===== config.mk =====
export PLATFORM = sky130hd
export DESIGN_NAME = i2c_bus_scheduler
export DESIGN_NICKNAME = d
export VERILOG_FILES = /design/src/rtl/i2c_bus_scheduler.sv
export SDC_FILE = /design/constraint.sdc
export NUM_CORES = 1
export LEC_CHECK = 0
export ABC_AREA = 0
export CORE_MARGIN = 3
export CORE_UTILIZATION = 47
export CTS_BUF_LIST = sky130_fd_sc_hd__clkbuf_16
export CTS_CLUSTER_SIZE = 28
export DETAILED_ROUTE_END_ITERATION = 10
export PLACE_DENSITY = 0.86
export REMOVE_ABC_BUFFERS = 1
export SKIP_CTS_REPAIR_TIMING = 1
export SYNTH_ARGS = -nofsm -noshare
export SYNTH_HDL_FRONTEND = slang
export SYNTH_SLANG_ARGS = --single-unit

===== constraint.sdc =====
create_clock -name clk -period 4.4 [get_ports clk]
set_input_delay 0.88 -clock clk [delete_from_list [all_inputs] [get_ports clk]]
set_output_delay 0.88 -clock clk [all_outputs]
set_load 0.01 [all_outputs]

===== src/rtl/i2c_bus_scheduler.sv =====
// i2c_bus_scheduler: round-robin sharing of one i2c_master between NUM_REQ requesters with timeouts and idle gap.
// Optional slot-0 auto-poll is enabled by defining I2C_SCHED_AUTOPOLL_EN.
module i2c_bus_scheduler #(
  parameter int NUM_REQ        = 4,
  parameter int LAUNCH_TIMEOUT = 4096,
  parameter int RUN_TIMEOUT    = 1000000,
  parameter int GAP_CYCLES     = 256,
  parameter int POLL_PERIOD    = 100000
) (
  input  logic                    clk,
  input  logic                    rst_n,
  input  logic [NUM_REQ-1:0]      req,
  input  logic [7*NUM_REQ-1:0]    req_addr,
  input  logic [NUM_REQ-1:0]      req_rw,
  input  logic [5*NUM_REQ-1:0]    req_bytes,
  input  logic [32*NUM_REQ-1:0]   req_data,
  output logic [NUM_REQ-1:0]      done,
  output logic [31:0]             rsp_data,
  output logic                    rsp_err,
  output logic                    m_start,
  output logic [6:0]              m_addr,
  output logic                    m_rw,
  output logic [4:0]              m_bytes,
  output logic [31:0]             m_data_out,
  input  logic                    m_busy,
  input  logic                    m_valid,
  input  logic [31:0]             m_data_in
);
  localparam int IW = NUM_REQ > 1 ? $clog2(NUM_REQ) : 1;
  localparam int LW = $clog2(LAUNCH_TIMEOUT + 1);
  localparam int RW = $clog2(RUN_TIMEOUT + 1);
  localparam int GW = $clog2(GAP_CYCLES + 1);
  typedef enum logic [2:0] {S_IDLE, S_ARB, S_LAUNCH, S_RUN, S_FINISH, S_GAP} state_t;
  state_t r_state;
  logic r_busy_s1, r_busy_s2, r_valid_s1, r_valid_s2, r_to;
  logic [IW-1:0] r_ptr, r_grant;
  logic [LW-1:0] r_lcnt;
  logic [RW-1:0] r_rcnt;
  logic [GW-1:0] r_gcnt;
  logic [NUM_REQ-1:0] w_req;
  logic [IW-1:0] w_grant;
  logic w_found;
  logic [4:0] w_bytes;
  logic [31:0] w_mask;
  // busy synchroniser resets high so a master left running by a reset blocks arbitration
  always_ff @(posedge clk or negedge rst_n) begin
    if (!rst_n) begin
      r_busy_s1  <= 1'b1;
      r_busy_s2  <= 1'b1;
      r_valid_s1 <= 1'b0;
      r_valid_s2 <= 1'b0;
    end else begin
      r_busy_s1  <= m_busy;
      r_busy_s2  <= r_busy_s1;
      r_valid_s1 <= m_valid;
      r_valid_s2 <= r_valid_s1;
    end
  end
`ifdef I2C_SCHED_AUTOPOLL_EN
  localparam int PW = $clog2(POLL_PERIOD + 1);
  logic [PW-1:0] r_pcnt;
  logic r_pend;
  always_ff @(posedge clk or negedge rst_n) begin
    if (!rst_n) begin
      r_pcnt <= '0;
      r_pend <= 1'b0;
    end else begin
      r_pcnt <= (r_pcnt == PW'(POLL_PERIOD - 1)) ? '0 : r_pcnt + 1'b1;
      if (done[0]) r_pend <= 1'b0;
      if (r_pcnt == PW'(POLL_PERIOD - 1)) r_pend <= 1'b1;
    end
  end
  assign w_req = req | NUM_REQ'(r_pend);
`else
  assign w_req = req;
`endif
  // descending scan so the last hit is the first set bit at or after the pointer
  always_comb begin
    w_grant = r_ptr;
    w_found = 1'b0;
    for (int i = NUM_REQ - 1; i >= 0; i--) begin
      if (w_req[(int'(r_ptr) + i) % NUM_REQ]) begin
        w_grant = IW'((int'(r_ptr) + i) % NUM_REQ);
        w_found = 1'b1;
      end
    end
  end
  assign w_bytes = req_bytes[int'(w_grant)*5 +: 5];
  assign w_mask  = (m_bytes >= 5'd4) ? '1 : (32'd1 << {m_bytes, 3'b000}) - 32'd1;
  always_ff @(posedge clk or negedge rst_n) begin
    if (!rst_n) begin
      r_state    <= S_IDLE;
      r_ptr      <= '0;
      r_grant    <= '0;
      r_to       <= 1'b0;
      r_lcnt     <= '0;
      r_rcnt     <= '0;
      r_gcnt     <= '0;
      done       <= '0;
      rsp_data   <= '0;
      rsp_err    <= 1'b0;
      m_start    <= 1'b0;
      m_addr     <= '0;
      m_rw       <= 1'b0;
      m_bytes    <= '0;
      m_data_out <= '0;
    end else begin
      done <= '0;
      case (r_state)
        S_IDLE: if (|w_req && !r_busy_s2) r_state <= S_ARB;
        S_ARB: begin
          if (!w_found) r_state <= S_IDLE;
          else begin
            r_grant    <= w_grant;
            m_addr     <= req_addr[int'(w_grant)*7 +: 7];
            m_rw       <= req_rw[w_grant];
            m_bytes    <= w_bytes;
            m_data_out <= req_data[int'(w_grant)*32 +: 32];
            r_ptr      <= (w_grant == IW'(NUM_REQ - 1)) ? '0 : w_grant + 1'b1;
            r_to       <= 1'b0;
            r_lcnt     <= '0;
            r_gcnt     <= '0;
            if (w_bytes > 5'd4) begin
              done[w_grant] <= 1'b1;
              rsp_err       <= 1'b1;
              rsp_data      <= '0;
              r_state       <= S_GAP;
            end else begin
              m_start <= 1'b1;
              r_state <= S_LAUNCH;
            end
          end
        end
        S_LAUNCH: begin
          if (r_busy_s2) begin
            m_start <= 1'b0;
            r_rcnt  <= '0;
            r_state <= S_RUN;
          end else if (r_lcnt == LW'(LAUNCH_TIMEOUT - 1)) begin
            m_start <= 1'b0;
            r_to    <= 1'b1;
            r_state <= S_FINISH;
          end else r_lcnt <= r_lcnt + 1'b1;
        end
        S_RUN: begin
          if (!r_busy_s2) r_state <= S_FINISH;
          else if (r_rcnt == RW'(RUN_TIMEOUT - 1)) begin
            r_to    <= 1'b1;
            r_state <= S_FINISH;
          end else r_rcnt <= r_rcnt + 1'b1;
        end
        S_FINISH: begin
          done[r_grant] <= 1'b1;
          rsp_data      <= m_rw ? (m_data_in & w_mask) : '0;
          rsp_err       <= r_to | (m_rw & (!r_valid_s2 | (m_bytes == 5'd0)));
          r_gcnt        <= '0;
          r_state       <= S_GAP;
        end
        S_GAP: begin
          if (r_gcnt == GW'(GAP_CYCLES - 1)) r_state <= S_IDLE;
          else r_gcnt <= r_gcnt + 1'b1;
        end
        default: r_state <= S_IDLE;
      endcase
    end
  end
endmodule

Word level (Yosys, flattened, before mapping)
Index checks and enable logic that the tools add are counted.
{"block": "classes", "n_addsub": 8, "mul": 2, "n_lt_le_gt_ge": 10, "n_eq_ne": 24, "n_shift": 4, "n_mux": 68, "bitwise": 7, "reduce_logical": 24}
{"operator": "32-bit two-way mux", "count": 4}
{"operator": "128-bit by 8-bit indexed part select with 32-bit output", "count": 1}
{"operator": "32-bit one-hot mux with 2 select lines", "count": 1}
{"operator": "20-bit two-way mux", "count": 3}
{"operator": "20-bit one-hot mux with 2 select lines", "count": 1}
{"operator": "13-bit two-way mux", "count": 3}
{"operator": "32-bit AND", "count": 1}
{"operator": "1-bit by 8-bit left shift with 32-bit output (first input constant)", "count": 1}
{"operator": "32-bit by 1-bit subtractor with 32-bit output (second input constant)", "count": 1}
{"operator": "28-bit by 6-bit indexed part select with 7-bit output", "count": 1}
{"operator": "9-bit one-hot mux with 3 select lines", "count": 1}
{"operator": "2-bit != test (second input constant)", "count": 13}
{"operator": "13-bit one-hot mux with 2 select lines", "count": 1}
{"operator": "1-bit two-way mux", "count": 25}
{"operator": "3-bit two-way mux", "count": 8}
{"operator": "20-bit by 1-bit adder with 20-bit output (second input constant)", "count": 1}
{"operator": "20-bit equality test (second input constant)", "count": 1}
{"operator": "20-bit by 6-bit indexed part select with 5-bit output", "count": 1}
{"operator": "9-bit two-way mux", "count": 2}
{"operator": "3-bit one-hot mux with 6 select lines", "count": 1}
{"operator": "4-bit AND reduction", "count": 4}
{"operator": "13-bit by 1-bit adder with 13-bit output (second input constant)", "count": 1}
{"operator": "13-bit by 12-bit equality test with 1-bit output (second input constant)", "count": 1}
{"operator": "3-bit by 4-bit less-than comparator with 1-bit output (second input constant)", "count": 3}
{"operator": "other kinds (35)", "count": 67}
{"block": "word_totals", "ff_bits": 137, "input_bits": 220, "output_inout_bits": 83, "word_cells": 166}

Longest topological paths before layout
Gate-level depths: netlist (run 1).
{"block": "logic_depth", "depth_word": 17, "depth_mapped": 12, "ltp_nobuf": 8}

Worst setup path before layout (run 1)
Ideal clock, no wire load.
{"block": "synth_path", "kind": "input port to flip-flop", "startpoint": "input port req[0]", "endpoint": "register r_state[2]", "setup_time_ps": 151, "arrival_ps": 2791, "required_time_ps": 4249, "setup_slack_ps": 1459, "cell_stages": 11, "path_buffers": 3, "cell_sequence": "nor2b_2 > a2111oi_4 > or2_1 > buf_4 > inv_2 > a221o_1 > a22oi_1 > a2bb2oi_2 > buf_4 > buf_6 > a41oi_1"}
{"block": "synth_via", "elab_chain_cells": 13, "word_cells_on_any_way": 29, "classes_between": "mul (1); order compare (1); eq/ne (1); shift (1); mux (22); reduce/logical (3)"}
{"element": "start, declared", "line": "12", "text": "input logic [NUM_REQ-1:0] req,"}
{"element": "1-bit binary-select mux with 2-bit select", "line": "82", "text": "if (w_req[(int'(r_ptr) + i) % NUM_REQ]) begin"}
{"element": "1-bit two-way mux (implied by the code) (2 in a row)", "line": "82"}
{"element": "2-bit two-way mux (4 in a row)", "line": "82"}
{"element": "2-bit by 3-bit multiplier with 5-bit output", "line": "88", "text": "assign w_bytes = req_bytes[int'(w_grant)*5 +: 5];"}
{"element": "20-bit by 6-bit indexed part select with 5-bit output", "line": "88"}
{"element": "5-bit by 3-bit > comparator with 1-bit output", "line": "123", "text": "if (w_bytes > 5'd4) begin"}
{"element": "3-bit two-way mux", "line": "123"}
{"element": "3-bit two-way mux", "line": "112", "text": "if (!w_found) r_state <= S_IDLE;"}
{"element": "3-bit one-hot mux with 6 select lines", "line": "109", "text": "case (r_state)"}
{"element": "end signal, assigned", "line": "110", "text": "S_IDLE: if (|w_req && !r_busy_s2) r_state <= S_ARB;"}
{"element": "end signal, assigned", "line": "112"}
{"element": "end signal, assigned", "line": "127", "text": "r_state <= S_GAP;"}
{"element": "end, declared", "line": "34", "text": "state_t r_state;"}
Several ways; a longest one is shown, not always the timed one. The select of a mux whose other input is x is not followed.
A chain may end at the register's enable or synchronous reset.

Worst setup path in the final report (run 1)
{"block": "layout_path", "startpoint": "input port req[3]", "endpoint": "register m_start"}
{"block": "layout_via", "elab_chain_cells": 12, "word_cells_on_any_way": 25, "classes_between": "mul (1); order compare (1); eq/ne (2); shift (1); mux (19); reduce/logical (1)"}
{"element": "1-bit binary-select mux with 2-bit select", "line": "82"}
{"element": "1-bit two-way mux (implied by the code) (2 in a row)", "line": "82"}
{"element": "2-bit two-way mux (4 in a row)", "line": "82"}
{"element": "2-bit by 3-bit multiplier with 5-bit output", "line": "88"}
{"element": "20-bit by 6-bit indexed part select with 5-bit output", "line": "88"}
{"element": "5-bit by 3-bit > comparator with 1-bit output", "line": "123"}
{"element": "2-bit != test (no line)"}
{"element": "4-bit AND reduction (no line) (*)"}
{"element": "end signal, assigned", "line": "102", "text": "m_start <= 1'b0;"}
{"element": "end signal, assigned", "line": "129", "text": "m_start <= 1'b1;"}
{"element": "end signal, assigned", "line": "136", "text": "m_start <= 1'b0;"}
{"element": "end, declared", "line": "20", "text": "output logic m_start,"}
Mark *: on every way between the ends. The rest lies on a longest branch, timed or not. The select of a mux whose other input is x is not followed.

==> flow_summary.json, run 1 <==
{
  "outcome": "finished clean",
  "critPathSlowestCell": "clkdlybuf4s50_1",
  "nets": 1363,
  "dp_hpwl_um": 17210,
  "hold_end": "r_busy_s2",
  "synth_ff_type": "dfrtp_1",
  "cts_buffers": 17,
  "relSlewSlack_pct": 20.18,
  "critical_path_buf_inv_count": 2,
  "instances_no_fill": 1360,
  "cp-start-kind": "primary input",
  "grt_pass1_vias": 7287,
  "synth_cell_types": 62,
  "fin_area_sq_um": 11250,
  "rrSetupSlack_ns": 1.60,
  "dr.first_iter.drc_count": 499,
  "yosysTopAreaCell": "dfrtp_1",
  "antenna_found_initial": 3,
  "finalPower_w": 0.003184,
  "grt_pass1_wl_um": 37110,
  "vias": 7449,
  "root_buffer": "clkbuf_16",
  "worst_pin_slew_ns": 1.193,
  "dieHeight_um": 131.9,
  "detail-route-antenna-nets": 0,
  "hold_path.class": "flop to flop",
  "wl_met1_um": 8926,
  "drive_gt1_share_pct": 4.799,
  "netlist_area_sq_um": 7445,
  "critical_path.max_fanout": 16,
  "hp-start": "r_busy_s1",
  "wl_per_cell_um": 17.47,
  "die-width_um": 131.9,
  "fin_crit_sh_pct": 78.06,
  "clk_pin_slew_ns": 0.06,
  "cp_cell_sequence": "clkdlybuf4s50_1 -> nor2b_2 -> o21ai_1 -> o211a_4 -> inv_2 -> a221oi_1 -> o22ai_1 -> a2111oi_1 -> o32a_1",
  "start_util_pct": 48.43,
  "crit_required_ns": 4.76,
  "dr_wl_met2_um": 12120,
  "gp_congestion": 0.8460,
  "cts_tree": "done",
  "firstDrtPassIters": 5,
  "vias_per_cell": 5.477,
  "ys_top_cells_by_area": "dfrtp_1 (45%), nand2_1 (12%), and3_1 (7.6%)",
  "fmax_mhz": 291.1,
  "yosysWarnings": 0,
  "ys_seq_elements": 137,
  "num_rows": 45,
  "cts_sinks": 137,
  "dpl_cell_area_sq_um": 10610,
  "ff2ff_path_depth": 8,
  "routed.top_layer": "met4",
  "slowest_delay_ns": 0.60,
  "rr_endpoint": "m_start",
  "route.detailed.drc": 0,
  "dr_wl_met3_um": 2196,
  "areaGrowthSynthToFinish_pct": 51.09,
  "whs_ns": 0.3545,
  "drv_cap": 0,
  "ir_drop_uv": 279.8,
  "min_period_ns": 3.435,
  "rsz0062_at_grt": "false",
  "clockBufferDepth": 2,
  "dp_cells": 1326,
  "yosys.area.top_type_share_pct": 45.38,
  "core_area_sq_um": 15370,
  "numPortBuffers": 302,
  "io_pins": 303,
  "final_util_pct": 73.18,
  "grt_max_degree": 82,
  "hold_viol": 0,
  "report.final.slew_viol_count": 0,
  "netlist_instances": 860,
  "p_per_area_nw_per_um2": 283.1,
  "r2r-start": "r_ptr[0]",
  "async_flop_share_pct": 100.0,
  "setup_violations": 0,
  "cp_top_family": "compound AO/OA/AOI/OAI gates",
  "fin_skew_ns": 0.003882,
  "cp.arrival_ns": 3.80,
  "leakage_nw": 4.941,
  "synth_edf_count": 0,
  "ys_seq_area_share_pct": 46.08,
  "min_path_cells": 0,
  "path_class": "primary input to flop",
  "grt-ovfl-total": 0,
  "clk_latency_ns": 0.42,
  "drt_wl_total_um": 23760,
  "cp-end-kind": "flop",
  "htreeDepth": 4,
  "avgSynthCellArea_sq_um": 8.657,
  "grt_use_total_pct": 26.47,
  "dieArea_sq_um": 17390
}
==> state kept, by name, indices dropped and copies added (netlist names) <==
signal / count
m_data_out: 32
rsp_data: 32
r_rcnt: 20
r_lcnt: 13
r_gcnt: 9
m_addr: 7
m_bytes: 5
done: 4
r_state: 3
r_grant: 2
r_ptr: 2
m_rw: 1
m_start: 1
r_busy_s1: 1
r_busy_s2: 1
r_to: 1
r_valid_s1: 1
r_valid_s2: 1
rsp_err: 1
==> metal layers <==
layer | up-vias | GRT usage (%)
met2 | 265 | 46.05
met4 | 0 | 9.102
met5 | - | 0
li1 | 3597 | -
met3 | 35 | 10.42
met1 | 3552 | 29.69
==> layout by cell type (no fill, tap or decap), types with 3 or more instances in the layout <==
cell type,n
o31ai_1,44
a31o_1,3
a22o_1,3
a211oi_1,8
clkinv_2,4
nand4_1,10
or3_1,12
o22ai_1,4
xor2_1,14
nand3_1,12
nand2_1,244
inv_1,14
o21ai_0,28
buf_4,7
and2_1,4
dfrtp_1,135
clkbuf_16,17
nor2b_1,8
ha_1,9
diode_2,3
and3_1,91
clkdlybuf4s50_1,301
a32o_1,29
a21oi_1,13
a31oi_1,6
bufinv_16,5
nor2_1,42
nor3_1,13
mux2i_1,4
xnor2_1,9
==> report_power, final <==
group          leakage (nW)  switching, W  internal [W]  total, W
combinational          2.81      0.000151      0.000231  0.000382
clock                 0.310      0.000542      0.000996   0.00154
sequential             1.82    0.00000126       0.00126   0.00126
==> cell type report <==
| cell class | instances | area [sq um] |
|---|---|---|
| fill | 1161 | 4123 |
| antenna | 3 | 7.507 |
| tap | 211 | 264.0 |
| clock buffer | 17 | 425.4 |
| clock inverter | 14 | 206.4 |
| multi-input combinational | 652 | 3741 |
| timing repair buffer | 311 | 3117 |
| sequential | 137 | 3431 |
| inverter | 15 | 56.30 |
==> cell usage after synthesis (12+ instances only) <==
cell type,number
inv_1,13
clkbuf_1,38
nand3_1,12
a21oi_1,13
xor2_1,14
o31ai_1,44
a32o_1,29
nand2_1,245
dfrtp_1,135
nor2_1,42
and3_1,91
nor3_1,13
o21ai_0,28
or3_1,12
==> worst max path at each step <==
| stage | from | end | slack, ns | cells past startpoint |
|---|---|---|---|---|
| after global routing | req[3] | m_start | 0.75 | 9 |
| after detailed placement | req[3] | rsp_data[18] | 0.57 | 10 |
| after global placement | req[3] | rsp_data[5] | 0.66 | 10 |
| after CTS | req[3] | m_start | 1.00 | 9 |
| final | req[3] | m_start | 0.97 | 9 |
| after floorplan | req[0] | r_state[2] | -1.21 | 8 |
==> through the flow <==
stage / setup TNS, ns / setup WS (ns)
after detailed placement: 0 / 0.5652
after global placement: 0 / 0.6646
after floorplan: -46.33 / -1.206
after global routing: 0 / 0.7523
after CTS: 0 / 1.002
final: 0 / 0.9653
==> kinds of logic after synthesis <==
kind of cell    Yosys count  synth area share, %
buf+inv                  71                4.017
mux                       6               0.8403
xor+xnor                 23                2.706
simple gates            450                27.93
compound gates          164                16.91
fa+ha+maj                 9                1.513
flops                   137                46.08
(Power assumes the default switching activity.)
==> run 2: changes to the inputs <==
--- a/config.mk
+++ b/config.mk
@@ -7,11 +7,11 @@
 export LEC_CHECK = 0
 export ABC_AREA = 0
 export CORE_MARGIN = 3
-export CORE_UTILIZATION = 47
+export CORE_UTILIZATION = 40
 export CTS_BUF_LIST = sky130_fd_sc_hd__clkbuf_16
 export CTS_CLUSTER_SIZE = 28
 export DETAILED_ROUTE_END_ITERATION = 10
-export PLACE_DENSITY = 0.86
+export PLACE_DENSITY = 0.78
 export REMOVE_ABC_BUFFERS = 1
 export SKIP_CTS_REPAIR_TIMING = 1
 export SYNTH_ARGS = -nofsm -noshare
==> constraint.sdc (replaced) <==
create_clock -name clk -period 3.13 [get_ports clk]
set_input_delay 0.626 -clock clk [delete_from_list [all_inputs] [get_ports clk]]
set_output_delay 0.626 -clock clk [all_outputs]
set_load 0.01 [all_outputs]
==> run 2 against run 1 <==
  * Via count increased by 2.4%
  * Global-route usage is 3.2 points lower
  * Worst hold slack lost 0.14 ns
  * Power up 40%
  * Largest power group unchanged
  * Register-to-register slack got worse by 1.0 ns
  * Highest routed layer unchanged
  * Critical endpoint is now rsp_data[31]
  * Worst setup slack worse by 0.71 ns
  * Sequential share of layout area is 0.75 points lower
  * Critical path depth increased by 3
  * Critical path type unchanged
  * Routed wire length up 1.7%
  * Count of clock-buffer cells in the layout stayed put
  * First-iteration DRC count decreased by 8.8%
  * Non-clock buffer count grew 31
==> flow_summary.json, run 2 (synthesized netlist as in run 1, its figures left out) <==
{
  "grt_use_total_pct": 23.29,
  "rrSetupSlack_ns": 0.57,
  "power.internal_w": 0.003394,
  "detail-route-antenna-nets": 0,
  "vias": 7629,
  "drv_cap": 0,
  "final_common_cell": "clkdlybuf4s50_1",
  "finalPower_w": 0.004445,
  "fillCellCount": 1521,
  "critical_path.max_fanout": 34,
  "grt-ovfl-total": 0,
  "cts_buffers": 17,
  "dr.first_iter.drc_count": 455,
  "hold_path.class": "primary input to asynchronous set/reset pin",
  "cts_sinks": 137,
  "cp-start-kind": "primary input",
  "fin_tns_setup_ns": 0,
  "mostFrequentLayoutCells": "clkdlybuf4s50_1 (301), nand2_1 (244), dfrtp_1 (135), and3_1 (91), o31ai_1 (44)",
  "firstDrtPassIters": 6,
  "crit_required_ns": 3.48,
  "dieHeight_um": 142.4,
  "clockBufferDepth": 2,
  "leakage_nw": 5.088,
  "drt_wl_total_um": 24170,
  "min_period_ns": 2.872,
  "dpl_cell_area_sq_um": 10900,
  "fin_crit_sh_pct": 91.77,
  "grt_pass1_wl_um": 37980,
  "root_buffer": "clkbuf_16",
  "ir_drop_uv": 376.3,
  "dieArea_sq_um": 20280,
  "fin_skew_ns": 0.009741,
  "pwr-share-seq_pct": 40.0,
  "route.detailed.drc": 0,
  "relSlewSlack_pct": 40.97,
  "numPortBuffers": 302,
  "cp-end-kind": "flop",
  "wl_per_cell_um": 17.13,
  "fmax_mhz": 348.2,
  "drive_gt1_share_pct": 7.470,
  "fin_area_sq_um": 11530,
  "dp_hpwl_um": 17970,
  "switching_power_w": 0.001051,
  "clk_pin_slew_ns": 0.06,
  "clkPwrFrac_pct": 47.2,
  "gp_congestion": 0.8693,
  "die-width_um": 142.4,
  "setup_violations": 0,
  "areaGrowthSynthToFinish_pct": 54.89,
  "grt_pass1_vias": 7532,
  "antenna_found_initial": 4,
  "path_class": "primary input to flop",
  "reg.largest.list": "m_data_out: 32 flops, rsp_data: 32 flops, r_rcnt: 20 flops",
  "hold_viol": 0,
  "io_pins": 303,
  "vias_per_cell": 5.407,
  "nets": 1394,
  "num_rows": 49,
  "final_util_pct": 63.54,
  "grt_max_degree": 79,
  "outcome": "finished clean",
  "report.final.slew_viol_count": 0,
  "switching_share_pct": 23.65,
  "start_util_pct": 41.02,
  "worst_pin_slew_ns": 0.8801,
  "htreeDepth": 4,
  "cp.arrival_ns": 3.22,
  "core_area_sq_um": 18150,
  "rsz0062_at_grt": "false",
  "clk_latency_ns": 0.42,
  "pwr-share-comb_pct": 12.8,
  "p_per_area_nw_per_um2": 385.5,
  "cts_tree": "done"
}
==> run 2: cell count changes in the layout (fill, tap and decap cells not counted), moves of 2 or more <==
cell / previous run / this run
clkinv_2: 4 / 0
bufinv_16: 5 / 3
inv_6: 0 / 6
buf_12: 2 / 5
buf_4: 7 / 35
==> run 2: path summary, 6_finish.rpt <==
kind | from | end | cells after the start
worst min register to register | r_valid_s1 | r_valid_s2 | 0
worst min-delay path | rst_n | rsp_data[7] | 1
worst max-delay path | req[0] | rsp_data[31] | 12
min in group clk | r_valid_s1 | r_valid_s2 | 0
max in group asynchronous | rst_n | r_busy_s1 | 2
worst max register to register | r_ptr[1] | rsp_data[31] | 9
==> run 2: per-layer routing <==
| metal | share of wire (%) | global-route usage, % |
|---|---|---|
| met1 | 39 | 27.28 |
| met2 | 51 | 40.67 |
| met3 | 8.7 | 8.098 |
| met4 | 1.4 | 6.453 |
| met5 | 0 | 0 |
==> run 2: critical path: stages <==
cell and delay, ns:
clkdlybuf4s50_1 0.46, buf_4 0.16, nor2b_1 0.15, a2bb2oi_1 0.21
o211a_4 0.19, inv_2 0.07, buf_4 0.14, a211oi_1 0.33
o22ai_1 0.24, a2bb2oi_4 0.23, buf_12 0.21, a32o_1 0.19
==> run 2: stage by stage <==
step / setup WS (ns) / hold WS (ns) / instances
final: 0.2577 / 0.2146 / 1411
after global routing: 0.1098 / 0.2645 / 1411
after detailed placement: -0.2347 / 0.3372 / 1375
after CTS: 0.1779 / 0.2680 / 1407
after floorplan: -2.222 / 0.3304 / 804
after global placement: -0.07394 / 0.3362 / 1375
==> run 2: cell type report <==
class / instances / area (sq um) / area share, %
Multi-Input combinational cell: 652 / 3746 / 32.49
Sequential cell: 137 / 3431 / 29.75
Timing Repair Buffer: 342 / 3387 / 29.37
Clock buffer: 17 / 425.4 / 3.689
Tap cell: 229 / 286.5 / 2.485
Clock inverter: 15 / 188.9 / 1.638
Inverter: 15 / 56.30 / 0.4883
Antenna cell: 4 / 10.01 / 0.08681
==> run 2: power by group through the flow <==
| stage | sequential [W] | clock [W] | combinational [W] |
|---|---|---|---|
| 2_1_floorplan | 0.00181 | 0 | 0.000171 |
| 3_3_place_gp | 0.00181 | 0 | 0.000566 |
| 3_5_place_dp | 0.00181 | 0 | 0.000571 |
| 4_1_cts | 0.00178 | 0.00214 | 0.000574 |
| 5_1_grt | 0.00178 | 0.00222 | 0.000619 |
| 6_report | 0.00178 | 0.00210 | 0.000569 |
==> run 3: changes to the inputs <==
--- a/config.mk
+++ b/config.mk
@@ -17,3 +17,4 @@
 export SYNTH_ARGS = -nofsm -noshare
 export SYNTH_HDL_FRONTEND = slang
 export SYNTH_SLANG_ARGS = --single-unit
+export TNS_END_PERCENT = 10
==> results of run 3 <==
No change in the layout: final DEF, timing and power equal those of run 2.
